File: src/rtl/serial_add_sequencer_if.sv
// Request/response bundle between ALU issue logic, the serial add sequencer and the result bus.
interface serial_add_sequencer_if #(
    parameter int unsigned DATA_WIDTH = 32
);
    logic                  req_valid;
    logic                  req_ready;
    logic [DATA_WIDTH-1:0] op_a;
    logic [DATA_WIDTH-1:0] op_b;
    logic                  op_sub;
    logic                  c_in;
    logic                  rsp_valid;
    logic                  rsp_ready;
    logic [DATA_WIDTH-1:0] result;
    logic                  carry_out;
    logic                  overflow;
    logic                  zero;
    logic                  busy;

    modport master (
        output req_valid, op_a, op_b, op_sub, c_in, rsp_ready,
        input  req_ready, rsp_valid, result, carry_out, overflow, zero, busy
    );

    modport slave (
        input  req_valid, op_a, op_b, op_sub, c_in, rsp_ready,
        output req_ready, rsp_valid, result, carry_out, overflow, zero, busy
    );
endinterface

File: src/rtl/serial_add_sequencer.sv
// Byte-serial DATA_WIDTH add/subtract over one shared 8-bit CLA slice, LSB first.
// Optional subtract support is enabled by defining SERIAL_ADD_SUB_EN.

// 8-bit carry-lookahead slice; only group generate/propagate leave the slice.
module cla8_slice (
    input  logic [7:0] input_a,
    input  logic [7:0] input_b,
    input  logic       c_in,
    output logic [7:0] sum,
    output logic       bigG,
    output logic       bigP
);
    logic [7:0] g;
    logic [7:0] p;
    logic       c;
    logic       gg;

    assign g    = input_a & input_b;
    assign p    = input_a ^ input_b;
    assign bigP = &p;
    assign bigG = gg;

    always_comb begin
        sum = '0;
        c   = c_in;
        gg  = 1'b0;
        for (int i = 0; i < 8; i++) begin
            sum[i] = p[i] ^ c;
            c      = g[i] | (p[i] & c);
            gg     = g[i] | (p[i] & gg);
        end
    end
endmodule

module serial_add_sequencer #(
    parameter int unsigned DATA_WIDTH = 32
) (
    input  logic                   clock,
    input  logic                   reset_n,
    serial_add_sequencer_if.slave  bus
);
    localparam int unsigned N     = DATA_WIDTH / 8;
    localparam int unsigned CNT_W = (N > 1) ? $clog2(N) : 1;
    localparam logic [CNT_W-1:0] LAST_K = CNT_W'(N - 1);

    typedef enum logic [1:0] {
        IDLE = 2'd0,
        RUN  = 2'd1,
        DONE = 2'd2
    } state_t;

    state_t state_q;
    state_t state_d;

    logic [N-1:0][7:0] a_reg;
    logic [N-1:0][7:0] b_reg;
    logic [N-1:0][7:0] result_reg;
    logic [N-1:0][7:0] result_nxt_c;
    logic [CNT_W-1:0]  k_q;
    logic              carry_reg;
    logic              overflow_reg;
    logic              zero_reg;

    logic [7:0]            slice_sum;
    logic                  slice_g;
    logic                  slice_p;
    logic                  accept_c;
    logic                  last_c;
    logic [DATA_WIDTH-1:0] b_eff_c;
    logic                  carry_seed_c;
    logic                  req_ready_c;
    logic                  rsp_valid_c;
    logic                  busy_c;

    assign accept_c = (state_q == IDLE) && bus.req_valid;
    assign last_c   = (k_q == LAST_K);

`ifdef SERIAL_ADD_SUB_EN
    // Subtract as A + ~B + 1.
    assign b_eff_c      = bus.op_sub ? ~bus.op_b : bus.op_b;
    assign carry_seed_c = bus.op_sub ? 1'b1 : bus.c_in;
`else
    logic unused_op_sub;
    assign unused_op_sub = bus.op_sub;
    assign b_eff_c       = bus.op_b;
    assign carry_seed_c  = bus.c_in;
`endif

    cla8_slice u_slice (
        .input_a (a_reg[k_q]),
        .input_b (b_reg[k_q]),
        .c_in    (carry_reg),
        .sum     (slice_sum),
        .bigG    (slice_g),
        .bigP    (slice_p)
    );

    always_comb begin
        result_nxt_c      = result_reg;
        result_nxt_c[k_q] = slice_sum;
    end

    // State register
    always_ff @(posedge clock or negedge reset_n) begin
        if (!reset_n) state_q <= IDLE;
        else          state_q <= state_d;
    end

    // Next-state logic
    always_comb begin
        state_d = state_q;
        case (state_q)
            IDLE:    if (bus.req_valid) state_d = RUN;
            RUN:     if (last_c)        state_d = DONE;
            DONE:    if (bus.rsp_ready) state_d = IDLE;
            default:                    state_d = IDLE;
        endcase
    end

    // Handshake/status outputs decoded from state only
    always_comb begin
        req_ready_c = 1'b0;
        rsp_valid_c = 1'b0;
        busy_c      = 1'b0;
        case (state_q)
            IDLE:    req_ready_c = 1'b1;
            RUN:     busy_c      = 1'b1;
            DONE: begin
                rsp_valid_c = 1'b1;
                busy_c      = 1'b1;
            end
            default: ;
        endcase
    end

    // Operand capture and byte-serial datapath; carry rebuilt from group G/P
    always_ff @(posedge clock or negedge reset_n) begin
        if (!reset_n) begin
            a_reg        <= '0;
            b_reg        <= '0;
            result_reg   <= '0;
            k_q          <= '0;
            carry_reg    <= 1'b0;
            overflow_reg <= 1'b0;
            zero_reg     <= 1'b0;
        end else begin
            case (state_q)
                IDLE: begin
                    if (accept_c) begin
                        a_reg        <= bus.op_a;
                        b_reg        <= b_eff_c;
                        carry_reg    <= carry_seed_c;
                        k_q          <= '0;
                        result_reg   <= '0;
                        overflow_reg <= 1'b0;
                        zero_reg     <= 1'b0;
                    end
                end
                RUN: begin
                    result_reg <= result_nxt_c;
                    carry_reg  <= slice_g | (slice_p & carry_reg);
                    if (last_c) begin
                        overflow_reg <= (a_reg[N-1][7] == b_reg[N-1][7]) &&
                                        (slice_sum[7] != a_reg[N-1][7]);
                        zero_reg     <= ~|result_nxt_c;
                    end else begin
                        k_q <= k_q + CNT_W'(1);
                    end
                end
                default: ;
            endcase
        end
    end

    assign bus.req_ready = req_ready_c;
    assign bus.rsp_valid = rsp_valid_c;
    assign bus.busy      = busy_c;
    assign bus.result    = result_reg;
    assign bus.carry_out = carry_reg;
    assign bus.overflow  = overflow_reg;
    assign bus.zero      = zero_reg;
endmodule
File: src/flat_wrapper.sv
// flat-port wrapper written by rule: the top's interface ports become plain ports
module serial_add_sequencer_flat 
#(
    parameter int unsigned DATA_WIDTH = 32
)
  (clock, reset_n, bus_req_valid, bus_op_a, bus_op_b, bus_op_sub, bus_c_in, bus_rsp_ready, bus_req_ready, bus_rsp_valid, bus_result, bus_carry_out, bus_overflow, bus_zero, bus_busy);
  serial_add_sequencer_if #(.DATA_WIDTH(DATA_WIDTH)) bus_i ();
  input  logic clock;
  input  logic reset_n;
  input wire logic [$bits(bus_i.req_valid)-1:0] bus_req_valid;
  input wire logic [$bits(bus_i.op_a)-1:0] bus_op_a;
  input wire logic [$bits(bus_i.op_b)-1:0] bus_op_b;
  input wire logic [$bits(bus_i.op_sub)-1:0] bus_op_sub;
  input wire logic [$bits(bus_i.c_in)-1:0] bus_c_in;
  input wire logic [$bits(bus_i.rsp_ready)-1:0] bus_rsp_ready;
  output wire logic [$bits(bus_i.req_ready)-1:0] bus_req_ready;
  output wire logic [$bits(bus_i.rsp_valid)-1:0] bus_rsp_valid;
  output wire logic [$bits(bus_i.result)-1:0] bus_result;
  output wire logic [$bits(bus_i.carry_out)-1:0] bus_carry_out;
  output wire logic [$bits(bus_i.overflow)-1:0] bus_overflow;
  output wire logic [$bits(bus_i.zero)-1:0] bus_zero;
  output wire logic [$bits(bus_i.busy)-1:0] bus_busy;
  assign bus_i.req_valid = bus_req_valid;
  assign bus_i.op_a = bus_op_a;
  assign bus_i.op_b = bus_op_b;
  assign bus_i.op_sub = bus_op_sub;
  assign bus_i.c_in = bus_c_in;
  assign bus_i.rsp_ready = bus_rsp_ready;
  assign bus_req_ready = bus_i.req_ready;
  assign bus_rsp_valid = bus_i.rsp_valid;
  assign bus_result = bus_i.result;
  assign bus_carry_out = bus_i.carry_out;
  assign bus_overflow = bus_i.overflow;
  assign bus_zero = bus_i.zero;
  assign bus_busy = bus_i.busy;
  serial_add_sequencer #(.DATA_WIDTH(DATA_WIDTH)) u_core (.clock(clock), .reset_n(reset_n), .bus(bus_i));
endmodule
File: config.mk
export PLATFORM = sky130hd
export DESIGN_NAME = serial_add_sequencer_flat
export DESIGN_NICKNAME = d
export VERILOG_FILES = /design/src/rtl/serial_add_sequencer_if.sv /design/src/rtl/serial_add_sequencer.sv /design/src/flat_wrapper.sv
export SDC_FILE = /design/constraint.sdc
export NUM_CORES = 1
export LEC_CHECK = 0
export CAP_MARGIN = 0
export CORE_MARGIN = 4
export CORE_UTILIZATION = 45
export CTS_BUF_LIST = sky130_fd_sc_hd__clkbuf_8
export CTS_CLUSTER_SIZE = 40
export DETAILED_ROUTE_END_ITERATION = 16
export DONT_BUFFER_PORTS = 1
export PLACE_DENSITY = 0.68
export SETUP_SLACK_MARGIN = 0.5
export SLEW_MARGIN = 20
export SYNTH_ARGS = -nofsm -noshare
export SYNTH_HDL_FRONTEND = slang
export SYNTH_SLANG_ARGS = --single-unit
File: constraint.sdc
create_clock -name clock -period 6.65 [get_ports clock]
set_clock_uncertainty 0.2 [all_clocks]
set_input_delay 1.6625 -clock clock [delete_from_list [all_inputs] [get_ports clock]]
set_output_delay 1.6625 -clock clock [all_outputs]
set_load 0.005 [all_outputs]
Yosys cells after proc, flatten, opt, wreduce, memory -nomap -nowiden
Index checks and enable logic that the tools add are counted.
Widths: inputs -> output; s select.
Storage, ports and cells
  output and inout bits: 38
  bits in registers: 103
  bits of input ports: 70
Cells by class
  muxes and demuxes: 26
  equality and inequality tests: 10
  add/sub/neg operators: 1
  reductions and logical operators: 14
  magnitude comparators: 2
  bitwise gates (word level): 40
Operator list (number)
  $pmux 32 s2: 1
  $bmux 8 s2: 2
  $bwmux 32: 1
  $mux 32: 1
  $reduce_or 32->1: 1
  $mux 8: 3
  $demux 8 s2: 1
  $and 1x1->1: 15
  $or 1x1->1: 15
  $mux 2: 5
  $reduce_and 3->1: 3
  $and 8x8->8: 1
  $reduce_and 8->1: 1
  $xor 1x1->1: 8
  $xor 8x8->8: 1
  $mux 1: 7
  $ne 2x2->1 const B: 3
  $pmux 1 s2: 3
  $pmux 2 s3: 1
  $eq 2x2->1 const B: 2
  $ne 2x1->1 const B: 2
  $pmux 2 s2: 1
  $reduce_and 2->1: 2
  $logic_and 1x1->1: 3
  other kinds (10): 10

Longest topological paths before layout
  depth in word-level cells: 23
  gate-level depth with buffers: 16
  mapped depth without buffers: 14

Hierarchy
From an unflattened synthesis, not the netlist that was laid out.
Unflattened totals
  cells, all modules: 361
  area total of the unflattened synthesis: 5084.9 um^2
By module, submodules not included
  serial_add_sequencer: area an instance 4735.8 um^2, times used 1, seq. area each 2577.5 um^2, cells each 329
  cla8_slice: area an instance 349.1 um^2, times used 1, seq. area each 0.0 um^2, cells each 32

Worst setup path after synthesis
Ideal clock, no wire load.
  path type: register to register
  from: register u_core.k_q[0]
  to: register u_core.zero_reg, in the netlist u_core.bus.zero
  arrival: 4.347 ns
  setup time: 0.092 ns
  period minus slack after synthesis: 4.639 ns
  setup slack: 2.011 ns
  cell stages (with the launch flop): 16
  cell sequence: dfrtp_1 > clkbuf_1 > mux4_2 > fa_1 > inv_1 > fa_1 > fa_1 > fa_1 > fa_1 > inv_1 > fa_1 > fa_1 > xnor2_1 > o21ai_1 > or4_1 > o31ai_2
On the way
  word-level cells in the longest chain between the ends: 23
Ends and longest elaborated chain
  start: declaration: RTL line serial_add_sequencer.sv:59  | logic [CNT_W-1:0] k_q;
  start signal: assignment: RTL line serial_add_sequencer.sv:167  | k_q <= k_q + CNT_W'(1);
  $bmux 8 s2 (on tied branches): RTL line serial_add_sequencer.sv:90, serial_add_sequencer.sv:91
  $mux 8 (on tied branches): RTL line serial_add_sequencer.sv:90, serial_add_sequencer.sv:91
  $xor 8x8->8: RTL line serial_add_sequencer.sv:19  | assign p = input_a ^ input_b;
  $and 1x1->1: RTL line serial_add_sequencer.sv:29  | c = g[i] | (p[i] & c);
  $or 1x1->1: RTL line serial_add_sequencer.sv:29
  $and 1x1->1: RTL line serial_add_sequencer.sv:29
  $or 1x1->1: RTL line serial_add_sequencer.sv:29
  $and 1x1->1: RTL line serial_add_sequencer.sv:29
  [7 not listed]
  $and 1x1->1: RTL line serial_add_sequencer.sv:29
  $or 1x1->1: RTL line serial_add_sequencer.sv:29
  $xor 1x1->1: RTL line serial_add_sequencer.sv:28  | sum[i] = p[i] ^ c;
  $bwmux 32: RTL line serial_add_sequencer.sv:100  | result_nxt_c[k_q] = slice_sum;
  $reduce_or 32->1: RTL line serial_add_sequencer.sv:165  | zero_reg <= ~|result_nxt_c;
  $logic_not 1->1: RTL line serial_add_sequencer.sv:165
  $mux 1: RTL line serial_add_sequencer.sv:162  | if (last_c) begin
  $pmux 1 s2: RTL line serial_add_sequencer.sv:147  | case (state_q)
  end signal: assignment: RTL line serial_add_sequencer.sv:165
  end: declaration: RTL line serial_add_sequencer.sv:62  | logic zero_reg;
Several ways; a longest one is shown, not always the timed one. The select of a mux whose other input is x is not followed.
A chain may end at the register's enable or synchronous reset.

Worst setup path in the final report
Ends and elaborated chain as after synthesis.

==> results.md <==
Outcome
• status: completed

Timing
• headroom to the max-slew limit: 0.4908
• period utilisation layout: 0.7690
• peak clock frequency supported by timing: 195.5 MHz
• worst hold slack across all endpoints: 0.2938 ns
• unrepaired setup endpoints after global routing: false
• min Tclk post-route: 5.114 ns
• Final Slew Violations: 0
• final setup violation count: 0
• total negative setup slack: 0 ns
• slew at the pin closest to its max-slew limit: 0.7638 ns
• Final Hold Fails: 0

Global routing
• antenna violations before repair: 4
• pin count of the biggest net entering global routing: 104
• total track usage: 0.1825
• wire length of the first global-routing pass: 18,430 um
• grt total ovfl: 0
• number of global-route vias before repair: 3,397

Synthesis
• count of distinct cell types in the synthesized netlist: 45
• Yosys top cell by area: dfrtp_1
• count of flip-flops with a built-in enable after synthesis: 0
• Mapped Nets: 503
• share of the synthesized area in the top cell type: 0.4998
• top cells by area, synth: dfrtp_1, mux2_1, mux4_2
• synthesized area: 5157 um^2
• main flop type after synthesis: dfrtp_1
• Mean Syn Cell Area: 12.55 um^2
• share of the yosys chip area belonging to registers: 0.4998
• share of flip-flops with an asynchronous set or reset after synthesis: 1.000
• flip-flop and latch count after synthesis: 103
• Cells after Synth: 411
• yosys synthesis warning count: 0

Hold path
• Hold Crit Class: reg -> reg
• worst hold path stage count: 1

Critical path
• CP bufs+invs: 3
• Required @ worst endpoint: 6.75 ns
• startpoint-to-endpoint class of the critical path: reg -> reg
• category of the worst setup path capture point: flip-flop
• depth of the most critical reg-to-reg path: 14
• CP Cell Sequence: buf_4 -> mux4_2 -> inv_1 -> fa_1 -> fa_1 -> fa_1 -> fa_1 -> inv_1 -> fa_1 -> fa_1 -> nand3b_1 -> nor3b_1 -> o221ai_2 -> o31ai_2
• number of logic stages on the critical path including buffering: 14
• library cell appearing most often on the critical path: fa_1
• cell family with the largest share of critical-path delay: adder cells
• arrival time worst endpoint: 5.21 ns
• Worst setup SP type: flip-flop
• Max stage delay cell, worst path: dfrtp_1
• peak per-stage delay on the critical path: 0.84 ns
• maximum fanout along the worst path: 15

Finish
• proportion of layout cells with a drive suffix above 1: 0.1054
• Final nets: 496
• Area growth, synth to finish: 5.701%

Drt
• drc violations: 0
• via count: 3,219
• TritonRoute pass-1 iters: 4
• detail-routed via count per cell: 5.842
• drt total wl: 11,350 um
• Final ANT Viol Nets: 0
• DR WL/cell: 20.59 um
• DRC violation total after the first TritonRoute iteration: 219

Power
• worst ir drop on vdd: 0.0002924 V
• pwr dens: 649.8 nW/um^2
• leakage power summed over all cells: 2.307 nW
• overall power of the completed layout: 3.542 mW

Floorplanning
• num ports: 108
• area of the die: 13,240 um^2
• Vert. Die Dim: 115.1 um
• standard-cell rows: 38
• Core ar.: 11,030 um^2
• Initial Utilization: 0.4676
• horizontal die dimension: 115.1 um

Clocking
• Clock H-tree levels: 3
• CTS hold repair buffers: 0
• clock root buffer: clkbuf_8
• post-CTS sizing: 0
• TritonCTS clock tree: built
• worst-skew pair later-pin latency: 0.37 ns
• Worst-path clk slew: 0.10 ns
• Inserted Clock Buffers: 9
• maximum root-to-sink buffer count: 2
• number of buffers added for setup after CTS: 0
• Sink Count: 103

Place
• detailed-placement wirelength estimate: 8114 um
• Port Buffer Count: 0
• final estimated routing congestion in global placement: 0.8224

Job
• Max-cap violations: 0

[report_power, final]
part | total, mW | leakage, nW | internal (mW) | switching [mW]
Clock | 0.360 | 0.0846 | 0.144 | 0.216
Combinational | 2.05 | 0.951 | 0.889 | 1.16
Sequential | 1.14 | 1.27 | 0.913 | 0.223
Total | 3.54 | 2.31 | 1.95 | 1.59
[path summary, 6_finish.rpt]
check / from / to / slack, ns
max: u_core.k_q[0] / u_core.bus.zero / 1.54
min: u_core.a_reg[20] / u_core.a_reg[20] / 0.29
max reg2reg: u_core.k_q[0] / u_core.bus.zero / 1.54
min reg2reg: u_core.a_reg[20] / u_core.a_reg[20] / 0.29
max in group asynchronous: reset_n / u_core.bus.result[14] / 5.30
min in group asynchronous: reset_n / u_core.bus.zero / 0.77
[synthesized netlist by cell type, types with 5 or more instances]
master / n
a21oi_1: 6
a22o_1: 15
a31oi_1: 9
buf_2: 11
clkbuf_1: 11
dfrtp_1: 103
fa_1: 7
ha_1: 15
inv_1: 27
mux2_1: 64
mux2i_1: 5
mux4_2: 16
nand2_1: 28
nor2_1: 7
nor2b_1: 11
nor3_1: 5
o21ai_1: 21
o22ai_1: 12
[cells by family after synthesis]
logic type	Yosys count	synth area share
AO/OA/AOI/OAI	80	0.1075
XOR/XNOR	1	0.001699
adder cells (fa/ha/maj)	22	0.06356
buffers and inverters	51	0.03979
flip-flops	103	0.4998
multiplexers	85	0.2193
AND/OR/NAND/NOR	69	0.06841
[cell usage in the layout, fill, tap and decap left out, types with 11 or more instances in the layout]
master	count
dfrtp_1	103
mux2_1	64
inv_1	27
nand2_1	27
o21ai_1	21
mux4_2	16
a22o_1	15
ha_1	15
o22ai_1	12
nor2b_1	11
[stage by stage]
step                instances  instance area [um^2]  utilization  worst slack, ns
floorplan                 411                  5157            -            2.011
global placement          533                  5273       0.4780            1.531
detailed placement        533                  5273       0.4780            1.481
CTS                       548                  5444       0.4935            1.459
global route              551                  5451       0.4942            1.198
finish                    551                  5451       0.4942            1.536
[cell type report]
class | instances | area, um^2
Antenna cell | 3 | 7.507
Clock buffer | 10 | 137.6
Clock inverter | 5 | 33.78
Fill cell | 952 | 5579
Inverter | 29 | 108.9
Multi-Input combinational cell | 257 | 2381
Sequential cell | 103 | 2577
Tap cell | 140 | 175.2
Timing Repair Buffer | 4 | 30.03
[layer usage]
metal  vias to the layer above  share of wire  GRT usage
li1                       1487              -          -
met4                         2          0.016    0.07121
met5                         -         0.0011          0
met3                        15          0.074    0.06368
met1                      1624           0.43     0.2376
met2                        91           0.47     0.2816
No activity file was read; power rests on OpenSTA's default activity.
==> RTL edit 1, RTL diff (same flow settings) <==
`DATA_WIDTH` is set to 32 in 3 places; all go to 128.
--- a/src/rtl/serial_add_sequencer_if.sv
+++ b/src/rtl/serial_add_sequencer_if.sv
@@ -1,5 +1,5 @@
 // Request/response bundle between ALU issue logic, the serial add sequencer and the result bus.
 interface serial_add_sequencer_if #(
-    parameter int unsigned DATA_WIDTH = 32
+    parameter int unsigned DATA_WIDTH = 128
 );
     logic                  req_valid;
--- a/src/rtl/serial_add_sequencer.sv
+++ b/src/rtl/serial_add_sequencer.sv
@@ -34,5 +34,5 @@
 
 module serial_add_sequencer #(
-    parameter int unsigned DATA_WIDTH = 32
+    parameter int unsigned DATA_WIDTH = 128
 ) (
     input  logic                   clock,
--- a/src/flat_wrapper.sv
+++ b/src/flat_wrapper.sv
@@ -2,5 +2,5 @@
 module serial_add_sequencer_flat 
 #(
-    parameter int unsigned DATA_WIDTH = 32
+    parameter int unsigned DATA_WIDTH = 128
 )
   (clock, reset_n, bus_req_valid, bus_op_a, bus_op_b, bus_op_sub, bus_c_in, bus_rsp_ready, bus_req_ready, bus_rsp_valid, bus_result, bus_carry_out, bus_overflow, bus_zero, bus_busy);
Ports: changed (resized bus_op_a, bus_op_b and bus_result); port bits go from 108 to 396. No check against the original RTL was run, so the function may have changed too.
==> RTL edit 1 against the original RTL <==
The flow now finishes with violations (slew limit); worst setup slack got worse by 0.79 ns; sequential share of layout area is 1.5 points higher; die area rose to 3.3 times the old value; cell area rose to 3.7 times the old value; synthesized area rose to 3.5 times the old value; total power increased to 3.7 times the old value; first-iteration DRC count increased to 4.3 times the old value; routed wire length rose to 4.7 times the old value; sequential cell count grew 290; critical path type unchanged; largest power group unchanged.
==> RTL edit 1: results (changes against the original RTL) <==
** Layout
- Nets@finish :: 1661 (+230%)
- The non-clock buffer share of cell area came to 1.36% (+0.81 points).
- Clock buffers :: 80 (+70)
- The non-filler instance count after layout is 1958 (+260%).
- The multi-input combinational area share was 39.7% (-4.0 points).
- The number of multi-input combinational cells was 866 (+240%).
- Clock buf/inv share :: 6.53% (+3.4 points)
- The share of post-route cells with drive strength above 1 is 34.1% (+24 points).
- Number of fillers in the final layout :: 3396 (+260%)
- The non-clock inverter total of the final layout is 19 (-34%).

** Global route
- Number of global-route vias before repair :: 12700 (+280%)
- The met2 track demand over resource in global routing came to 39.1% (+11 points).
- The global-route wire length before repair came to 79.9 mm (+330%).
- The met1 usage in global routing was 28.5% (+4.7 points).
- Total routing usage reported by global routing :: 23.8% (+5.5 points)
- Initial antenna violation count :: 22 (+18)
- The maximum number of pins on one net before global-route repair came to 394 (+280%).
- Routing usage on met3 :: 9.30% (+2.9 points)

** Synthesis
- The per-instance average area after synthesis came to 13.4 sq um (+6.5%).
- Sequential share of the synthesized area :: 53.9% (+3.9 points)
- Cell types occupying the most area after synthesis :: dfrtp_1 (54%), mux2_2 (16%), mux4_2 (9.9%)
- Commonest cells in the synthesized netlist :: dfrtp_1 (393), mux2_2 (258), nand2_1 (122)
- The distinct cell type count of the synthesized netlist came to 61 (+36%).

** STA
- The max-slew violation total from the final report came to 225 (+225).
- Remaining max-slew budget at the tightest pin :: -31.8% (-81 points)

** Status
- The run finished, with violations left.
- The checks that failed: slew limit.

** Power and ir drop
- LEAKAGE :: 8.57 nW (+270%)
- The worst-case vdd ir drop is 0.000464 V (+59%).
- The ratio of total power to cell area was 641 nW/um^2 (-1.3%).
- Power dissipated in sequential cells :: 3.91 mW (+240%)
- The power dissipated by switching net loads is 5.80 mW (+260%).
- Logic gate share of total power :: 53.2% (-4.5 points)

** Detailed routing
- Via/cell ratio :: 6.08 (+4.0%)
- First-pass DRT Iterations :: 5 (+1)
- DRC violation total after the first TritonRoute iteration :: 945 (+330%)
- Avg WL per Cell :: 27.1 um (+31%)

** Placement
- The routability congestion estimate was 0.925 (+12%).
- Detail Placement HPWL :: 37.5 mm (+360%)

** Clocking
- The buffer depth of the longest clock path is 3 (+1).
- Post-CTS setup repair buffer count :: 1 (+1)
- The source-to-sink clock delay at the later pin of the worst-skew pair is 0.63 ns (+0.26 ns).
- Total clock buffers created by CTS :: 68 (+59)
- Post-CTS resize count :: 4 (+4)
- The clock-pin slew of the registers on the worst-case setup and hold paths came to 0.06 ns (-0.04 ns).

** Worst setup path
- Cells on worst reg2reg path :: 18 (+4)
- The worst-case register-to-register setup slack was 0.75 ns (-0.79 ns).
RTL edit 1: cell types whose count changed after synthesis, sizes merged, moves of 16 or more:
cell / change
mux4: +64
nand2: +94
mux2: +194
clkbuf: +58
dfrtp: +290
nand3: +16
o21ai: +94
a22o: +43
nor2: +20
RTL edit 1: worst min-delay path by stage:
stage,end,slack [ns],cells after the start
floorplan,u_core.a_reg[112],0.27,1
global route,u_core.b_reg[48],0.31,1
finish,u_core.b_reg[48],0.30,1
detailed placement,u_core.b_reg[55],0.29,1
global placement,u_core.a_reg[48],0.28,1
CTS,u_core.b_reg[48],0.30,1
RTL edit 1: per-stage QoR:
step | hold WS, ns | setup slack [ns] | area (sq um)
global placement | 0.283 | 0.499 | 18800
global route | 0.306 | 0.509 | 20200
floorplan | 0.274 | 0.914 | 18200
finish | 0.299 | 0.749 | 20200
CTS | 0.301 | 0.507 | 20100
detailed placement | 0.288 | 0.395 | 18800
RTL edit 1: worst max-delay path, cell delays in order (launching register included):
cell       delay, ns
dfrtp_4         0.51
buf_12          0.17
mux4_2          0.38
mux4_2          0.30
fa_1            0.18
inv_1           0.05
fa_1            0.45
fa_1            0.47
fa_1            0.47
fa_1            0.43
inv_1           0.08
fa_1            0.20
fa_2            0.54
nor3b_2         0.24
nand3_1         0.12
a2111oi_2       0.43
and4_1          0.25
nand4_1         0.11
o31ai_2         0.21
RTL edit 1: cells by family after synthesis:
group,Yosys count,synth area share (%)
DFF,393,53.9
muxes,345,26.2
and+or+nand+nor,264,7.17
AOI/OAI and AO/OA,233,8.43
buffers and inverters,106,2.43
adders and majority gates,22,1.80
xor gates and xnor gates,2,0.0960
RTL edit 1: metal layers:
layer / routed length, um / vias up
met5: 149 / -
li1: - / 5141
met1: 19700 / 6079
met2: 26400 / 521
met4: 1610 / 26
met3: 5200 / 128
==> RTL edit 2, RTL diff (same settings) <==
Without the edit above. Encoding of `state_t`: now one-hot (3 bits for 3 states).
--- a/src/rtl/serial_add_sequencer.sv
+++ b/src/rtl/serial_add_sequencer.sv
@@ -44,8 +44,8 @@
     localparam logic [CNT_W-1:0] LAST_K = CNT_W'(N - 1);
 
-    typedef enum logic [1:0] {
-        IDLE = 2'd0,
-        RUN  = 2'd1,
-        DONE = 2'd2
+    typedef enum logic [2:0] {
+        IDLE = 3'b001,
+        RUN  = 3'b010,
+        DONE = 3'b100
     } state_t;
 
Behaviour: same outputs for any inputs over 10 cycles, from zero or initial values and one cycle with reset_n low; not proved beyond that.
==> RTL edit 2 against the original RTL <==
Combinational power down 11%; routed wire length down 6.3%; synthesized cell count down 8.3%; critical path type unchanged; global-route usage down 0.96 points; synthesized area down 4.5%; via count down 8.9%; sequential cell count up 1; cell count down 5.8%; worst setup slack better by 0.24 ns; cell area down 3.9%; sequential power down 5%; first-iteration DRC count down 26%; total power down 6.1%.
==> RTL edit 2: results (changes against the original RTL) <==
** Status
- Run status :: complete, no violations

** Layout
- The number of multi-input combinational cells came to 243 (-5.4%).
- The number of inserted diodes came to 0 (-3).
- The clock tree cell share of total cell area was 4.08% (+0.94 points).
- The multi-input combinational area share was 41.3% (-2.4 points).
- Fraction of cell area in non-clock buffers :: 0.573% (+0.022 points)
- The share of post-route cells with drive strength above 1 was 28.5% (+18 points).
- Nets@finish :: 467 (-5.8%)
- The non-filler instance count after layout is 519 (-5.8%).
- Flip-flop and latch count :: 104 (+0.97%)

** Worst setup path
- The logic depth of the worst register-to-register path came to 15 (+1).
- The worst endpoint data arrival time came to 4.99 ns (-0.22 ns).
- The worst-case register-to-register setup slack is 1.78 ns (+0.24 ns).

** Power and ir drop
- LEAKAGE :: 2.26 nW (-2.2%)
- The worst-case vdd ir drop came to 0.000335 V (+15%).

** Synthesis
- Cell types occupying the most area after synthesis :: dfrtp_1 (52%), mux2_2 (15%), mux4_2 (7.3%)
- The commonest cells after synthesis are dfrtp_1 (103), mux2_2 (65), nand2_1 (41).
- The per-instance average area after synthesis was 13.1 sq um (+4.2%).

** Worst hold path
- Hold EP :: u_core.b_reg[6]

** Placement
- Post-Place Setup Slack :: 1.70 ns (+0.221 ns)
- RePlAce Congestion :: 0.810 (-1.5%)
- The total instance count after detailed placement was 503 (-5.6%).

** STA
- The worst-case hold slack was 0.312 ns (+0.0182 ns).
- The slew of the pin with the lowest slew margin is 0.917 ns (+0.153 ns).

** Detailed routing
- First-pass DRT Iterations :: 5 (+1)
- The number of violations reported at the end of detailed-routing iteration 0 was 161 (-26%).

** Global route
- The number of antenna violations at the first check in global routing is 1 (-3).
- Wire length of the first global-routing pass :: 17.2 mm (-6.8%)

** Floorplan
- The area of the core region came to 10500 sq um (-4.7%).
-- RTL edit 2: cell types whose count changed in the layout (fill, tap and decap cells not counted), sizes merged, moves of 4 or more --
cell   delta
o21ai    +11
nor2      +4
inv      -11
nand2    +14
o22ai    -12
or4       -4
a22o     -13
mux2i     -5
nor2b     -9
a31oi     -4
-- RTL edit 2: metal layers --
metal	track usage (%)	up-vias	share of wire (%)
li1	-	1349	-
met1	21.9	1473	43
met2	26.5	94	47
met3	7.87	14	8.8
met4	5.77	2	1.2
met5	0	-	0.066
-- RTL edit 2: worst max path at each step --
stage	slack, ns	cells after the start	to	startpoint
after global placement	1.76	15	u_core.bus.zero	u_core.k_q[0]
final	1.78	15	u_core.bus.zero	u_core.k_q[0]
after global routing	1.47	15	u_core.bus.zero	u_core.k_q[0]
after floorplan	2.21	17	u_core.bus.zero	u_core.k_q[0]
after CTS	1.68	15	u_core.bus.zero	u_core.k_q[0]
after detailed placement	1.70	15	u_core.bus.zero	u_core.k_q[0]
-- RTL edit 2: logic make-up (layout without fill, tap and decap cells) --
group | Yosys count | in the layout | synth area share, %
DFF | 104 | 104 | 52.8
and+or+nand+nor | 83 | 83 | 8.66
muxes | 81 | 81 | 22.2
AOI/OAI and AO/OA | 59 | 59 | 7.01
buffers and inverters | 30 | 36 | 3.25
adders and majority gates | 19 | 19 | 5.89
xor gates and xnor gates | 1 | 1 | 0.178
-- RTL edit 2: report_power, final --
group / switching, mW / internal (mW) / total (mW) / leakage (nW)
Combinational: 1.04 / 0.783 / 1.82 / 0.854
Clock: 0.224 / 0.198 / 0.422 / 0.108
Sequential: 0.183 / 0.896 / 1.08 / 1.30
Total: 1.45 / 1.88 / 3.33 / 2.26
